--- config.mk ---
export PLATFORM = sky130hd
export DESIGN_NAME = fft_sram_sched
export DESIGN_NICKNAME = d
export VERILOG_FILES = /design/src/rtl/fft_sram_pkg.sv /design/src/rtl/fft_sram_addr_gen.sv /design/src/rtl/fft_sram_sched.sv
export SDC_FILE = /design/constraint.sdc
export NUM_CORES = 1
export LEC_CHECK = 0
export ABC_AREA = 1
export CAP_MARGIN = 10
export CORE_MARGIN = 4
export CORE_UTILIZATION = 45
export DETAILED_ROUTE_END_ITERATION = 7
export PLACE_DENSITY = 0.72
export SYNTH_ARGS = -nofsm -noshare
export SYNTH_HDL_FRONTEND = slang
export SYNTH_SLANG_ARGS = --single-unit
--- constraint.sdc ---
create_clock -name clk_i -period 3.56 [get_ports clk_i]
set_clock_uncertainty 0.2 [all_clocks]
set_input_delay 0.712 -clock clk_i [delete_from_list [all_inputs] [get_ports clk_i]]
set_output_delay 0.712 -clock clk_i [all_outputs]
set_load 0.05 [all_outputs]
--- src/rtl/fft_sram_pkg.sv ---
// fft_sram_pkg: bank codes, bank depths and FSM states shared by the FFT SRAM pass scheduler.
package fft_sram_pkg;

  localparam int unsigned LONG_DEPTH  = 128;
  localparam int unsigned SHORT_DEPTH = 32;

  typedef enum logic [1:0] {
    BANK_LONG = 2'd0,
    BANK_S1   = 2'd1,
    BANK_S2   = 2'd2,
    BANK_S3   = 2'd3
  } bank_e;

  typedef enum logic [2:0] {
    ST_IDLE,
    ST_READ,
    ST_DRAIN,
    ST_WRITE,
    ST_DONE
  } state_e;

endpackage

--- src/rtl/fft_sram_addr_gen.sv ---
// fft_sram_addr_gen: row adder and command legality check for the pass scheduler.
// FFT_SCHED_BITREV_EN adds bit-reversed write ordering and the power-of-two length rule.
module fft_sram_addr_gen
  import fft_sram_pkg::*;
#(
  parameter int AddrLWidth = 7,
  parameter int AddrSWidth = 5,
  parameter int LenWidth   = 8
) (
  input  logic [1:0]            i_src,
  input  logic [1:0]            i_dst,
  input  logic [LenWidth-1:0]   i_len,
  input  logic [AddrLWidth-1:0] i_src_base,
  input  logic [AddrLWidth-1:0] i_dst_base,
`ifdef FFT_SCHED_BITREV_EN
  input  logic                  i_bitrev,
  input  logic                  i_rev,
  input  logic [LenWidth-1:0]   i_pass_len,
`endif
  input  logic [AddrLWidth-1:0] i_base,
  input  logic [LenWidth-1:0]   i_count,
  output logic                  o_cmd_ok,
  output logic [AddrLWidth-1:0] o_row
);

  localparam int SumWidth = ((AddrLWidth > LenWidth) ? AddrLWidth : LenWidth) + 1;
  localparam int unsigned LongLim  =
    (LONG_DEPTH < (32'd1 << AddrLWidth)) ? LONG_DEPTH : (32'd1 << AddrLWidth);
  localparam int unsigned ShortLim =
    (SHORT_DEPTH < (32'd1 << AddrSWidth)) ? SHORT_DEPTH : (32'd1 << AddrSWidth);

  logic [SumWidth-1:0] w_src_end;
  logic [SumWidth-1:0] w_dst_end;
  logic [SumWidth-1:0] w_src_lim;
  logic [SumWidth-1:0] w_dst_lim;
  logic                w_mode_ok;
  logic [LenWidth-1:0] w_offset;

  // Sums are one bit wider than either operand so an over-long request cannot wrap past the check.
  assign w_src_end = SumWidth'(i_src_base) + SumWidth'(i_len);
  assign w_dst_end = SumWidth'(i_dst_base) + SumWidth'(i_len);
  assign w_src_lim = (i_src == BANK_LONG) ? SumWidth'(LongLim) : SumWidth'(ShortLim);
  assign w_dst_lim = (i_dst == BANK_LONG) ? SumWidth'(LongLim) : SumWidth'(ShortLim);

`ifdef FFT_SCHED_BITREV_EN
  localparam int ShW = $clog2(LenWidth + 1);

  logic [LenWidth-1:0] w_cnt_rev;
  logic [ShW-1:0]      w_log2_len;

  genvar gi;
  generate
    for (gi = 0; gi < LenWidth; gi++) begin : g_rev
      assign w_cnt_rev[gi] = i_count[LenWidth-1-gi];
    end
  endgenerate

  always_comb begin
    w_log2_len = '0;
    for (int i = 0; i < LenWidth; i++) begin
      if (i_pass_len[i]) w_log2_len = ShW'(i);
    end
  end

  // Full-width reversal shifted down leaves the reversal over exactly log2(len) bits.
  assign w_mode_ok = !i_bitrev || ((i_len & (i_len - LenWidth'(1))) == '0);
  assign w_offset  = i_rev ? (w_cnt_rev >> (ShW'(LenWidth) - w_log2_len)) : i_count;
`else
  assign w_mode_ok = 1'b1;
  assign w_offset  = i_count;
`endif

  assign o_cmd_ok = (i_src != i_dst) && (i_len != '0) &&
                    (w_src_end <= w_src_lim) && (w_dst_end <= w_dst_lim) && w_mode_ok;
  assign o_row    = i_base + AddrLWidth'(w_offset);

endmodule

--- src/rtl/fft_sram_sched.sv ---
// fft_sram_sched: sequences one FFT pass, reading len rows from a source bank then writing len result rows.
// Define FFT_SCHED_BITREV_EN to add cmd_bitrev_i for bit-reversed write ordering.
module fft_sram_sched
  import fft_sram_pkg::*;
#(
  parameter int AddrLWidth = 7,
  parameter int AddrSWidth = 5,
  parameter int LenWidth   = 8
) (
  input  logic                       clk_i,
  input  logic                       rst_ni,
  input  logic                       cmd_valid_i,
  output logic                       cmd_ready_o,
  input  logic [1:0]                 cmd_src_i,
  input  logic [1:0]                 cmd_dst_i,
  input  logic [LenWidth-1:0]        cmd_len_i,
  input  logic [AddrLWidth-1:0]      cmd_src_base_i,
  input  logic [AddrLWidth-1:0]      cmd_dst_base_i,
`ifdef FFT_SCHED_BITREV_EN
  input  logic                       cmd_bitrev_i,
`endif
  output logic                       rd_valid_o,
  output logic                       rd_last_o,
  input  logic                       res_valid_i,
  output logic                       res_ready_o,
  output logic [3:0]                 sram_wen_o,
  output logic [1:0]                 sram_di_en_o,
  output logic [1:0]                 sram_do_en_o,
  output logic [3:0][AddrLWidth-1:0] sram_addr_o,
  output logic                       busy_o,
  output logic                       done_o,
  output logic                       err_o
);

  state_e                r_state;
  logic [1:0]            r_src;
  logic [1:0]            r_dst;
  logic [LenWidth-1:0]   r_len;
  logic [AddrLWidth-1:0] r_src_base;
  logic [AddrLWidth-1:0] r_dst_base;
  logic [LenWidth-1:0]   r_cnt;
  logic                  r_rd_valid;
  logic                  r_rd_last;
  logic                  r_done;
  logic                  r_err;
`ifdef FFT_SCHED_BITREV_EN
  logic                  r_bitrev;
`endif

  logic                  w_accept;
  logic                  w_cmd_ok;
  logic                  w_cnt_last;
  logic [AddrLWidth-1:0] w_row;
  logic [AddrLWidth-1:0] w_base;
  logic                  w_row_valid;
  logic [1:0]            w_di_en;
  logic [1:0]            w_do_en;
  logic [3:0]            w_wen;

  assign cmd_ready_o = rst_ni && (r_state == ST_IDLE);
  assign w_accept    = cmd_valid_i && cmd_ready_o;
  assign w_cnt_last  = (r_cnt == r_len - LenWidth'(1));

  fft_sram_addr_gen #(
    .AddrLWidth (AddrLWidth),
    .AddrSWidth (AddrSWidth),
    .LenWidth   (LenWidth)
  ) u_addr_gen (
    .i_src      (cmd_src_i),
    .i_dst      (cmd_dst_i),
    .i_len      (cmd_len_i),
    .i_src_base (cmd_src_base_i),
    .i_dst_base (cmd_dst_base_i),
`ifdef FFT_SCHED_BITREV_EN
    .i_bitrev   (cmd_bitrev_i),
    .i_rev      (r_bitrev && (r_state == ST_WRITE)),
    .i_pass_len (r_len),
`endif
    .i_base     (w_base),
    .i_count    (r_cnt),
    .o_cmd_ok   (w_cmd_ok),
    .o_row      (w_row)
  );

  always_ff @(posedge clk_i) begin
    if (!rst_ni) begin
      r_state    <= ST_IDLE;
      r_src      <= '0;
      r_dst      <= '0;
      r_len      <= '0;
      r_src_base <= '0;
      r_dst_base <= '0;
      r_cnt      <= '0;
      r_rd_valid <= 1'b0;
      r_rd_last  <= 1'b0;
      r_done     <= 1'b0;
      r_err      <= 1'b0;
`ifdef FFT_SCHED_BITREV_EN
      r_bitrev   <= 1'b0;
`endif
    end else begin
      // Read data returns one cycle after its address, so the valid/last flags trail READ by one.
      r_rd_valid <= (r_state == ST_READ);
      r_rd_last  <= (r_state == ST_READ) && w_cnt_last;
      r_done     <= (r_state == ST_DONE);
      r_err      <= w_accept && !w_cmd_ok;
      case (r_state)
        ST_IDLE: begin
          if (w_accept && w_cmd_ok) begin
            r_src      <= cmd_src_i;
            r_dst      <= cmd_dst_i;
            r_len      <= cmd_len_i;
            r_src_base <= cmd_src_base_i;
            r_dst_base <= cmd_dst_base_i;
`ifdef FFT_SCHED_BITREV_EN
            r_bitrev   <= cmd_bitrev_i;
`endif
            r_cnt      <= '0;
            r_state    <= ST_READ;
          end
        end
        ST_READ: begin
          if (w_cnt_last) begin
            r_cnt   <= '0;
            r_state <= ST_DRAIN;
          end else begin
            r_cnt <= r_cnt + LenWidth'(1);
          end
        end
        ST_DRAIN: r_state <= ST_WRITE;
        ST_WRITE: begin
          if (res_valid_i) begin
            if (w_cnt_last) begin
              r_cnt   <= '0;
              r_state <= ST_DONE;
            end else begin
              r_cnt <= r_cnt + LenWidth'(1);
            end
          end
        end
        ST_DONE: r_state <= ST_IDLE;
        default: r_state <= ST_IDLE;
      endcase
    end
  end

  always_comb begin
    w_di_en     = '0;
    w_do_en     = '0;
    w_base      = '0;
    w_row_valid = 1'b0;
    w_wen       = '0;
    case (r_state)
      ST_READ: begin
        w_di_en     = r_src;
        w_do_en     = r_src;
        w_base      = r_src_base;
        w_row_valid = 1'b1;
      end
      ST_DRAIN: w_do_en = r_src;
      ST_WRITE: begin
        w_di_en        = r_dst;
        w_base         = r_dst_base;
        w_row_valid    = 1'b1;
        w_wen[r_dst]   = res_valid_i;
      end
      default: ;
    endcase
  end

  genvar gi;
  generate
    for (gi = 0; gi < 4; gi++) begin : g_lane
      assign sram_addr_o[gi] = w_row_valid ? w_row : '0;
    end
  endgenerate

  assign sram_wen_o   = w_wen;
  assign sram_di_en_o = w_di_en;
  assign sram_do_en_o = w_do_en;
  assign res_ready_o  = (r_state == ST_WRITE);
  assign busy_o       = (r_state == ST_READ) || (r_state == ST_DRAIN) || (r_state == ST_WRITE);
  assign rd_valid_o   = r_rd_valid;
  assign rd_last_o    = r_rd_last;
  assign done_o       = r_done;
  assign err_o        = r_err;

endmodule

==> results.md, run 1 <==
- Vias: 3785
- Cells after DPL: 643
- Synthesized instance count: 459
- Final worst-path cycle share: 103.2%
- Hold Crit Start: r_dst_base[5]
- Synth warn: 0
- Worst reg2reg path depth: 12
- Largest cells by area after synthesis: dfxtp_1, ha_1, a21oi_1
- Critical R2R Capture: r_cnt[7]
- Avg Cell Area, Syn: 6.907 um2
- DIE WIDTH: 91.94 um
- Lkg Pwr: 2.408 nW
- Reg2reg setup slack: 0.73 ns
- WHS Endpoint: r_dst_base[5]
- Row count: 30
- Via/cell ratio: 5.486
- Hold path depth: 2
- Syn nets: 518
- CTS Buf Count: 5
- Crit path max fanout: 5
- Max-slew headroom: 34.94%
- Mapped cell area: 0.003171 mm2
- Internal power: 0.001343 W
- Final wirelength: 11630 um
- Sequential share of the synthesized area: 25.89%
- Switching Power: 0.001058 W
- Max IR drop VDD: 0.2319 mV
- Antenna Nets Post-Route: 0
- DR iter-0 viols: 219
- Share of layout cells above drive strength 1: 42.59%
- Clock network power share: 16.5%
- Number of global-route vias before repair: 3757
- Final setup fails: 17
- # nets final: 652
- Initial Util: 46.41%
- Violated checks: negative setup slack
- Clock Sinks: 41
- # hold bufs at CTS: 0
- Net Sw Frac: 44.06%
- Worst Setup Start Kind: register
- Hold Vio Cnt, Final: 0
- Synth area leader: dfxtp_1
- FF-to-FF Start: r_state[2]
- Antenna Cells: 0
- Final WS setup: -0.1137 ns
- DRC viols: 0
- Reg power frac: 25.0%
- Global Route Usage Sum: 24.88%
- GRT Residual Overflow: 0
- 1st-pass router iterations: 6
- Vert. Die Dim: 91.94 um
- # IOs: 73
- CTS tree: yes
- Commonest non-fill, non-tap cell in the layout: buf_4
- First-pass GRT wire length: 16960 um
- Worst-skew pair later-pin latency: 0.30 ns
- Clock-pin transition on the worst setup and hold timing paths: 0.08 ns
- P per Cell Area: 431.1 mW/mm2
- Slew Limit Fails: 0
- Max-Cap Viols: 0
- Largest net degree at the start of global routing: 39
- Yosys cell types: 34
- FF+latch count, synth: 41
- Status: finished with violations
- Final std cells w/o fill: 690
- Fin area: 0.005569 mm2
- Most frequent cells in the layout: buf_4, inv_1, nand2_1, nor2_1, dfxtp_1
- Initial antenna violation count: 0
- Post-synth top area share: 25.89%
- H-tree depth: 2
- Post-DP Area: 0.004509 mm2
- Crit path DAT: 2.76 ns
- Dpl hpwl: 6996 um
- Hold crit path type: register to register
- Slew @ Worst Pin: 0.9724 ns
- Layout area overhead: 75.65%
- Final period demand of the worst path: 3.674 ns
- Input/output buffers: 72
- Die ar.: 0.008453 mm2
- Fin Setup TNS: -1.105 ns
- Max Root-Sink Buffers: 2
- Worst path required time: 2.65 ns
- Gate power share: 58.5%
- RSZ-0062 raised after global routing: yes
- Max Fclk: 272.2 MHz
- Crit path kind: register to output port
- Setup crit end kind: output port
- Clock root buffer: clkbuf_8
- Placer congestion estimate: 0.9488
- WL/cell: 16.86 um
- Core ar.: 0.006832 mm2
## worst max-delay path, stage by stage (launching register included)
cell and delay, ns:
dfxtp_2 0.34, inv_2 0.05, nor2_4 0.11, inv_4 0.07
nor2_4 0.12, inv_4 0.08, buf_4 0.16, o22ai_2 0.20
ha_1 0.27, inv_1 0.08, nor2_2 0.05, nor2_2 0.09
nor2_2 0.04, nor2_1 0.08, inv_1 0.05, a21oi_2 0.12
xor2_1 0.11, nor2_4 0.27, buf_12 0.18
## per-layer routing
| metal | vias up | track usage (%) | share of wire (%) |
|---|---|---|---|
| met5 | - | 0 | 0 |
| met4 | 0 | 14.85 | 5.6 |
| met3 | 65 | 3.281 | 6.8 |
| met2 | 212 | 48.11 | 52 |
| met1 | 1754 | 24.95 | 35 |
| li1 | 1754 | - | - |
## flip-flops by register name, summed over array words and instances, names as in the netlist
| signal | flops |
|---|---|
| r_state | 3 |
| done_o | 1 |
| r_src_base | 7 |
| err_o | 1 |
| r_src | 2 |
| r_len | 8 |
| r_dst_base | 7 |
| r_cnt | 8 |
| r_dst | 2 |
| rd_valid_o | 1 |
| rd_last_o | 1 |
## cells in the mapped netlist
| cell | instances |
|---|---|
| nand3b_1 | 3 |
| buf_2 | 3 |
| xnor2_1 | 13 |
| fa_1 | 3 |
| and2_1 | 1 |
| nor3_1 | 9 |
| a211oi_1 | 1 |
| nand4_2 | 1 |
| nand4_1 | 7 |
| a31oi_1 | 1 |
| nand2_2 | 2 |
| o211ai_1 | 1 |
| nand4_4 | 1 |
| a21oi_2 | 1 |
| nor4_1 | 5 |
| ha_1 | 26 |
| inv_1 | 66 |
| o21bai_1 | 2 |
| buf_6 | 1 |
| clkinv_1 | 1 |
| buf_4 | 21 |
| o21ai_0 | 31 |
| and3_1 | 1 |
| xor2_1 | 15 |
| inv_2 | 4 |
| o22ai_1 | 9 |
| dfxtp_1 | 41 |
| nand2_4 | 1 |
| a21oi_1 | 50 |
| nand3_1 | 24 |
| clkbuf_2 | 1 |
| nand2_1 | 52 |
| nor2_1 | 50 |
| clkbuf_1 | 11 |
## power by group through the flow
stage               clock network (W)  registers (W)  logic [W]
floorplan                           0       0.000584   0.000737
global placement                    0       0.000596    0.00104
detailed placement                  0       0.000600    0.00106
CTS                          0.000391       0.000593    0.00124
global route                 0.000412       0.000608    0.00151
finish                       0.000397       0.000600    0.00140
## stage by stage
| step | setup slack (ns) | total power [W] | hold WS (ns) | util, % |
|---|---|---|---|---|
| after floorplan | -0.3766 | 0.001321 | 0.2147 | - |
| after global placement | -0.6948 | 0.001634 | 0.2272 | 66.01 |
| after detailed placement | -0.7765 | 0.001662 | 0.2301 | 66.01 |
| after CTS | -0.08989 | 0.002223 | 0.2565 | 76.59 |
| after global routing | -0.2724 | 0.002533 | 0.2882 | 81.52 |
| final | -0.1137 | 0.002401 | 0.2817 | 81.52 |
## logic make-up after synthesis
family          after synthesis  share of synthesized area, %
buf+inv                     108                         15.67
xor+xnor                     28                         7.735
flops                        41                         25.89
simple gates                157                         22.57
fa+ha+maj                    29                         12.15
compound gates               96                         15.98
## layout make-up
class                      instances  area [um2]
clock inverter                     1       30.03
timing repair buffer             163        1826
multi-input combinational        311        2409
inverter                          71       274.0
fill                             392        1262
sequential                        41       824.5
clock buffer                       7       86.33
tap                               96       120.1
## worst max path at each step
stage | slack (ns) | depth (start not counted) | to | startpoint
after floorplan | -0.38 | 19 | sram_addr_o[13] | r_state[0]
after detailed placement | -0.78 | 19 | r_dst_base[0] | cmd_len_i[2]
after global placement | -0.69 | 19 | r_src_base[1] | cmd_len_i[2]
final | -0.11 | 18 | sram_addr_o[27] | r_state[0]
after CTS | -0.09 | 18 | sram_addr_o[13] | r_state[0]
after global routing | -0.27 | 18 | sram_addr_o[27] | r_state[0]
## timing repair
| action | CTS | global route |
|---|---|---|
| endpoints found under the setup margin | 58 | 57 |
| hold endpoints to repair | 0 | 0 |
| resized for setup | 106 | 80 |
| buffers inserted | 27 | 5 |
| gates cloned | 6 | 2 |
| pin swaps | 33 | 46 |
Power figures use the tool's default switching activity.
==> inputs of run 2 (changes only) <==
--- a/config.mk
+++ b/config.mk
@@ -10,6 +10,7 @@
 export CORE_MARGIN = 4
 export CORE_UTILIZATION = 45
 export DETAILED_ROUTE_END_ITERATION = 7
+export MAX_ROUTING_LAYER = met4
 export PLACE_DENSITY = 0.72
 export SYNTH_ARGS = -nofsm -noshare
 export SYNTH_HDL_FRONTEND = slang
==> results.md, run 2 (synthesized netlist as in run 1, its figures left out) <==
- Max Fclk: 263.3 MHz (was 272.2 MHz)
- Post-DP Area: 0.004517 mm2 (was 0.004509 mm2)
- Clock-pin transition on the worst setup and hold timing paths: 0.09 ns (was 0.08 ns)
- Dpl hpwl: 7180 um (was 6996 um)
- CTS Buf Count: 5 (unchanged)
- Minimum hold slack: 0.2838 ns (was 0.2817 ns)
- Initial Util: 46.41% (unchanged)
- Final period demand of the worst path: 3.799 ns (was 3.674 ns)
- GRT Residual Overflow: 0 (unchanged)
- Number of global-route vias before repair: 3586 (was 3757)
- Cells after DPL: 644 (was 643)
- Max Root-Sink Buffers: 2 (unchanged)
- DR iter-0 viols: 190 (was 219)
- Vert. Die Dim: 91.94 um (unchanged)
- Final worst-path cycle share: 106.7% (was 103.2%)
- # IOs: 73 (unchanged)
- CP Cell Sequence: inv_2 -> nor2_4 -> inv_4 -> nor2_4 -> inv_4 -> buf_6 -> o22ai_4 -> ha_4 -> a21oi_4 -> nor2_4 -> nor2_2 -> nor2_2 -> nor2_1 -> inv_1 -> a21oi_2 -> xor2_2 -> nor2_4 -> buf_12 (was inv_2 -> nor2_4 -> inv_4 -> nor2_4 -> inv_4 -> buf_4 -> o22ai_2 -> ha_1 -> inv_1 -> nor2_2 -> nor2_2 -> nor2_2 -> nor2_1 -> inv_1 -> a21oi_2 -> xor2_1 -> nor2_4 -> buf_12)
- Worst Setup Start Kind: register (unchanged)
- Placer congestion estimate: 0.9070 (was 0.9488)
- H-tree depth: 2 (unchanged)
- Slowest cell on crit path: dfxtp_2 (unchanged)
- Crit path kind: register to output port (unchanged)
- Max-Cap Viols: 0 (unchanged)
- Initial antenna violation count: 0 (unchanged)
- Fin area: 0.005675 mm2 (was 0.005569 mm2)
- Fillers: 375 (was 392)
- First-pass GRT wire length: 15780 um (was 16960 um)
- Delay-heaviest family, CP: simple AND/OR/NAND/NOR gates (unchanged)
- Crit path DAT: 2.89 ns (was 2.76 ns)
- DIE WIDTH: 91.94 um (unchanged)
- Violated checks: negative setup slack (unchanged)
- Final wirelength: 11860 um (was 11630 um)
- WL/cell: 17.14 um (was 16.86 um)
- # nets final: 654 (was 652)
- Max IR drop VDD: 0.2210 mV (was 0.2319 mV)
- Global Route Usage Sum: 23.73% (was 24.88%)
- Commonest non-fill, non-tap cell in the layout: buf_4 (unchanged)
- RSZ-0062 raised after global routing: yes (unchanged)
- Max incr delay on CP: 0.34 ns (about the same)
- Lkg Pwr: 2.406 nW (was 2.408 nW)
- Row count: 30 (unchanged)
- Slew Limit Fails: 0 (unchanged)
- Worst path required time: 2.65 ns (about the same)
- Antenna Nets Post-Route: 0 (unchanged)
- Final setup fails: 25 (was 17)
- DRC viols: 0 (unchanged)
- Largest net degree at the start of global routing: 39 (unchanged)
- Most frequent CP cell: nor2_4
- Final WS setup: -0.2386 ns (was -0.1137 ns)
- Max-slew headroom: 36.63% (was 34.94%)
- Input/output buffers: 72 (unchanged)
- Slew @ Worst Pin: 0.9470 ns (was 0.9724 ns)
- P per Cell Area: 417.6 mW/mm2 (was 431.1 mW/mm2)
- Via/cell ratio: 5.454 (was 5.486)
- Clock Sinks: 41 (unchanged)
- Layout area overhead: 79.01% (was 75.65%)
- Die ar.: 0.008453 mm2 (unchanged)
- CTS tree: yes (unchanged)
- Hold crit path type: register to register (unchanged)
- Antenna Cells: 0 (unchanged)
- Core ar.: 0.006832 mm2 (unchanged)
- Clock root buffer: clkbuf_8 (unchanged)
- Most frequent cells in the layout: buf_4, inv_1, nand2_1, nor2_1, dfxtp_1 (unchanged)
- 1st-pass router iterations: 5 (was 6)
- Final std cells w/o fill: 692 (was 690)
- Buffers plus inverters on the worst setup path: 6 (was 7)
- Crit path max fanout: 5 (unchanged)
- Biggest regs: r_cnt (8), r_len (8) (unchanged)
- Setup crit end kind: output port (unchanged)
- Worst-skew pair later-pin latency: 0.30 ns (about the same)
- Status: finished with violations (unchanged)
- Final core occ: 83.08% (was 81.52%)
- Hold Vio Cnt, Final: 0 (unchanged)
- Share of layout cells above drive strength 1: 43.46% (was 42.59%)
- Vias: 3774 (was 3785)
==> run 2: cell type report <==
| type | count | area, um2 | area share [%] |
|---|---|---|---|
| Sequential cell | 41 | 824.5 | 14.53 |
| Clock buffer | 7 | 76.32 | 1.345 |
| Tap cell | 96 | 120.1 | 2.116 |
| Multi-Input combinational cell | 311 | 2507 | 44.18 |
| Clock inverter | 1 | 7.507 | 0.1323 |
| Inverter | 71 | 274.0 | 4.828 |
| Timing Repair Buffer | 165 | 1866 | 32.87 |
==> run 2: worst register-to-register path: stages, from the launching register on <==
cell and delay [ns]:
dfxtp_2 0.34, buf_4 0.13, nor2_1 0.15, inv_1 0.07, nor2_1 0.72, and3_1 0.36
nand4_4 0.20, buf_12 0.19, buf_6 0.12, clkbuf_16 0.16, o21ai_2 0.13, a21oi_1 0.06
==> run 2: worst paths after layout <==
check                                   start        endpoint  slack (ns)  cells past startpoint
worst min-delay path            r_dst_base[1]   r_dst_base[1]        0.28                      2
worst max register to register     r_state[2]        r_len[3]        0.62                     11
worst max-delay path               r_state[0]  sram_addr_o[6]       -0.24                     18
worst min register to register  r_dst_base[1]   r_dst_base[1]        0.28                      2
==> run 2: per-stage QoR <==
| stage | total power, W | worst slack, ns | TNS (ns) |
|---|---|---|---|
| after CTS | 0.002109 | -0.1902 | -1.343 |
| final | 0.002370 | -0.2386 | -2.216 |
| after global routing | 0.002499 | -0.4030 | -8.860 |
| after floorplan | 0.001321 | -0.3766 | -3.668 |
| after detailed placement | 0.001664 | -0.6861 | -23.21 |
| after global placement | 0.001635 | -0.5632 | -19.32 |
==> run 2: metal layers <==
layer | GRT usage [%] | share of wire [%]
met1 | 23.48 | 36
met2 | 45.19 | 52
met3 | 2.953 | 5.0
met4 | 12.00 | 6.6
met5 | - | 0
==> run 2: where the power goes <==
part           internal (W)  switching, W  total [W]  leakage (nW)
clock network      0.000139      0.000169   0.000308        0.0385
logic              0.000628      0.000835    0.00146          2.03
registers          0.000519     0.0000796   0.000598         0.333
total               0.00129       0.00108    0.00237          2.41
==> run 2: timing repair <==
| action | CTS | global route |
|---|---|---|
| resized for setup | 99 | 106 |
| gates cloned | 4 | 5 |
| endpoints found under the setup margin | 57 | 61 |
| pin swaps | 33 | 54 |
| buffers inserted | 25 | 10 |
| hold buffers | 0 | 0 |
==> inputs of run 3 (changes only) <==
--- a/config.mk
+++ b/config.mk
@@ -12,6 +12,7 @@
 export DETAILED_ROUTE_END_ITERATION = 7
 export MAX_ROUTING_LAYER = met4
 export PLACE_DENSITY = 0.72
+export SKIP_CTS_REPAIR_TIMING = 1
 export SYNTH_ARGS = -nofsm -noshare
 export SYNTH_HDL_FRONTEND = slang
 export SYNTH_SLANG_ARGS = --single-unit
==> results.md, run 3 (synthesized netlist as in run 1, its figures left out) <==
- Status: finished with violations (unchanged)
- Violated checks: negative setup slack (unchanged)
- Max Root-Sink Buffers: 2 (unchanged)
- Vias: 3610 (was 3774)
- # IOs: 73 (unchanged)
- Worst-skew pair later-pin latency: 0.31 ns (was 0.30 ns)
- Max IR drop VDD: 0.2066 mV (was 0.2210 mV)
- DIE WIDTH: 91.94 um (unchanged)
- Crit path kind: register to output port (unchanged)
- Setup crit end kind: output port (unchanged)
- Final setup fails: 51 (was 25)
- DRC viols: 0 (unchanged)
- Clock root buffer: clkbuf_8 (unchanged)
- WL/cell: 16.27 um (was 17.14 um)
- Input/output buffers: 72 (unchanged)
- Die ar.: 0.008453 mm2 (unchanged)
- CTS tree: yes (unchanged)
- Global Route Usage Sum: 20.54% (was 23.73%)
- CTS Buf Count: 5 (unchanged)
- DR iter-0 viols: 185 (was 190)
- Final worst-path cycle share: 106.9% (was 106.7%)
- Row count: 30 (unchanged)
- Clock Sinks: 41 (unchanged)
- Largest net degree at the start of global routing: 39 (unchanged)
- Clock-pin transition on the worst setup and hold timing paths: 0.09 ns (about the same)
- Vert. Die Dim: 91.94 um (unchanged)
- Number of global-route vias before repair: 3176 (was 3586)
- Layout area overhead: 69.69% (was 79.01%)
- Biggest regs: r_cnt (8), r_len (8) (unchanged)
- Core ar.: 0.006832 mm2 (unchanged)
- Slew Limit Fails: 0 (unchanged)
- Hold Vio Cnt, Final: 0 (unchanged)
- Share of layout cells above drive strength 1: 39.41% (was 43.46%)
- Lkg Pwr: 2.360 nW (was 2.406 nW)
- Via/cell ratio: 5.332 (was 5.454)
- Worst Setup Start Kind: register (unchanged)
- Initial antenna violation count: 0 (unchanged)
- Most frequent cells in the layout: buf_4, inv_1, nand2_1, nor2_1, dfxtp_1 (unchanged)
- Cells after DPL: 644 (unchanged)
- Final std cells w/o fill: 677 (was 692)
- Initial Util: 46.41% (unchanged)
- Final WS setup: -0.2452 ns (was -0.2386 ns)
- Crit path DAT: 2.89 ns (about the same)
- Max Fclk: 262.8 MHz (was 263.3 MHz)
- # nets final: 639 (was 654)
- Max-slew headroom: 51.35% (was 36.63%)
- First-pass GRT wire length: 13790 um (was 15780 um)
- H-tree depth: 2 (unchanged)
- 1st-pass router iterations: 5 (unchanged)
- Antenna Nets Post-Route: 0 (unchanged)
- GRT Residual Overflow: 0 (unchanged)
- Commonest non-fill, non-tap cell in the layout: buf_4 (unchanged)
- Crit path max fanout: 5 (unchanged)
- Hold crit path type: register to register (unchanged)
- Slew @ Worst Pin: 0.7270 ns (was 0.9470 ns)
- Max-Cap Viols: 0 (unchanged)
- P per Cell Area: 431.1 mW/mm2 (was 417.6 mW/mm2)
- Antenna Cells: 0 (unchanged)
- Placer congestion estimate: 0.9070 (unchanged)
- Dpl hpwl: 7180 um (unchanged)
- Post-DP Area: 0.004517 mm2 (unchanged)
- Worst path required time: 2.65 ns (about the same)
- Final period demand of the worst path: 3.805 ns (was 3.799 ns)
- Fin area: 0.005380 mm2 (was 0.005675 mm2)
- Final wirelength: 11010 um (was 11860 um)
- RSZ-0062 raised after global routing: yes (unchanged)
==> run 3: cell types whose count changed in the layout (fill, tap and decap cells not counted), sizes merged <==
cell           change
buf               -19
clkbuf             +3
clkdlybuf4s15      -3
clkdlybuf4s50      +1
dlygate4sd2        -4
dlymetal6s2s       +8
nand2              -1
==> run 3: area by class of cell <==
type	count	area, um2
Clock inverter	1	7.507
Multi-Input combinational cell	310	2345
Tap cell	96	120.1
Fill cell	432	1451
Clock buffer	7	76.32
Timing Repair Buffer	151	1733
Sequential cell	41	824.5
Inverter	71	274.0
==> run 3: worst max-delay path: stages (launching register included) <==
cell	delay, ns
dfxtp_2	0.34
inv_2	0.07
nor2_4	0.05
inv_4	0.08
nor2_4	0.05
inv_4	0.10
o22ai_4	0.09
ha_4	0.17
fa_2	0.37
a21oi_2	0.17
nor2_2	0.07
nor2_2	0.12
nor2_2	0.05
nor2_1	0.10
inv_1	0.06
a21oi_2	0.14
xor2_1	0.11
nor2_4	0.24
buf_12	0.18
==> run 3: routing by layer <==
metal | up-vias | global-route usage (%) | routed length, um
met5 | - | - | 0
met4 | 0 | 8.663 | 380
met3 | 37 | 2.707 | 557
met2 | 156 | 38.14 | 6006
met1 | 1695 | 21.75 | 4069
li1 | 1722 | - | -
==> run 3: power breakdown <==
part	switching [W]	internal, W
Sequential	0.0000807	0.000519
Combinational	0.000787	0.000620
Clock	0.000174	0.000139
Total	0.00104	0.00128
==> run 3: final timing paths <==
path	slack, ns	cells after the start	from	endpoint
max reg2reg	0.99	10	r_state[2]	r_src_base[3]
max	-0.25	18	r_state[0]	sram_addr_o[6]
min	0.24	1	r_state[0]	done_o
min reg2reg	0.24	1	r_state[0]	done_o
==> run 3: metrics by stage <==
step / power (W) / setup TNS [ns] / setup slack, ns / utilization, % / hold WS, ns
floorplan: 0.001321 / -3.668 / -0.3766 / - / 0.2147
global placement: 0.001635 / -19.32 / -0.5632 / 66.12 / 0.2261
detailed placement: 0.001664 / -23.21 / -0.6861 / 66.12 / 0.2260
CTS: 0.001963 / -16.94 / -0.4275 / 67.34 / 0.2383
global route: 0.002443 / -13.73 / -0.3672 / 78.75 / 0.2474
finish: 0.002319 / -6.386 / -0.2452 / 78.75 / 0.2414
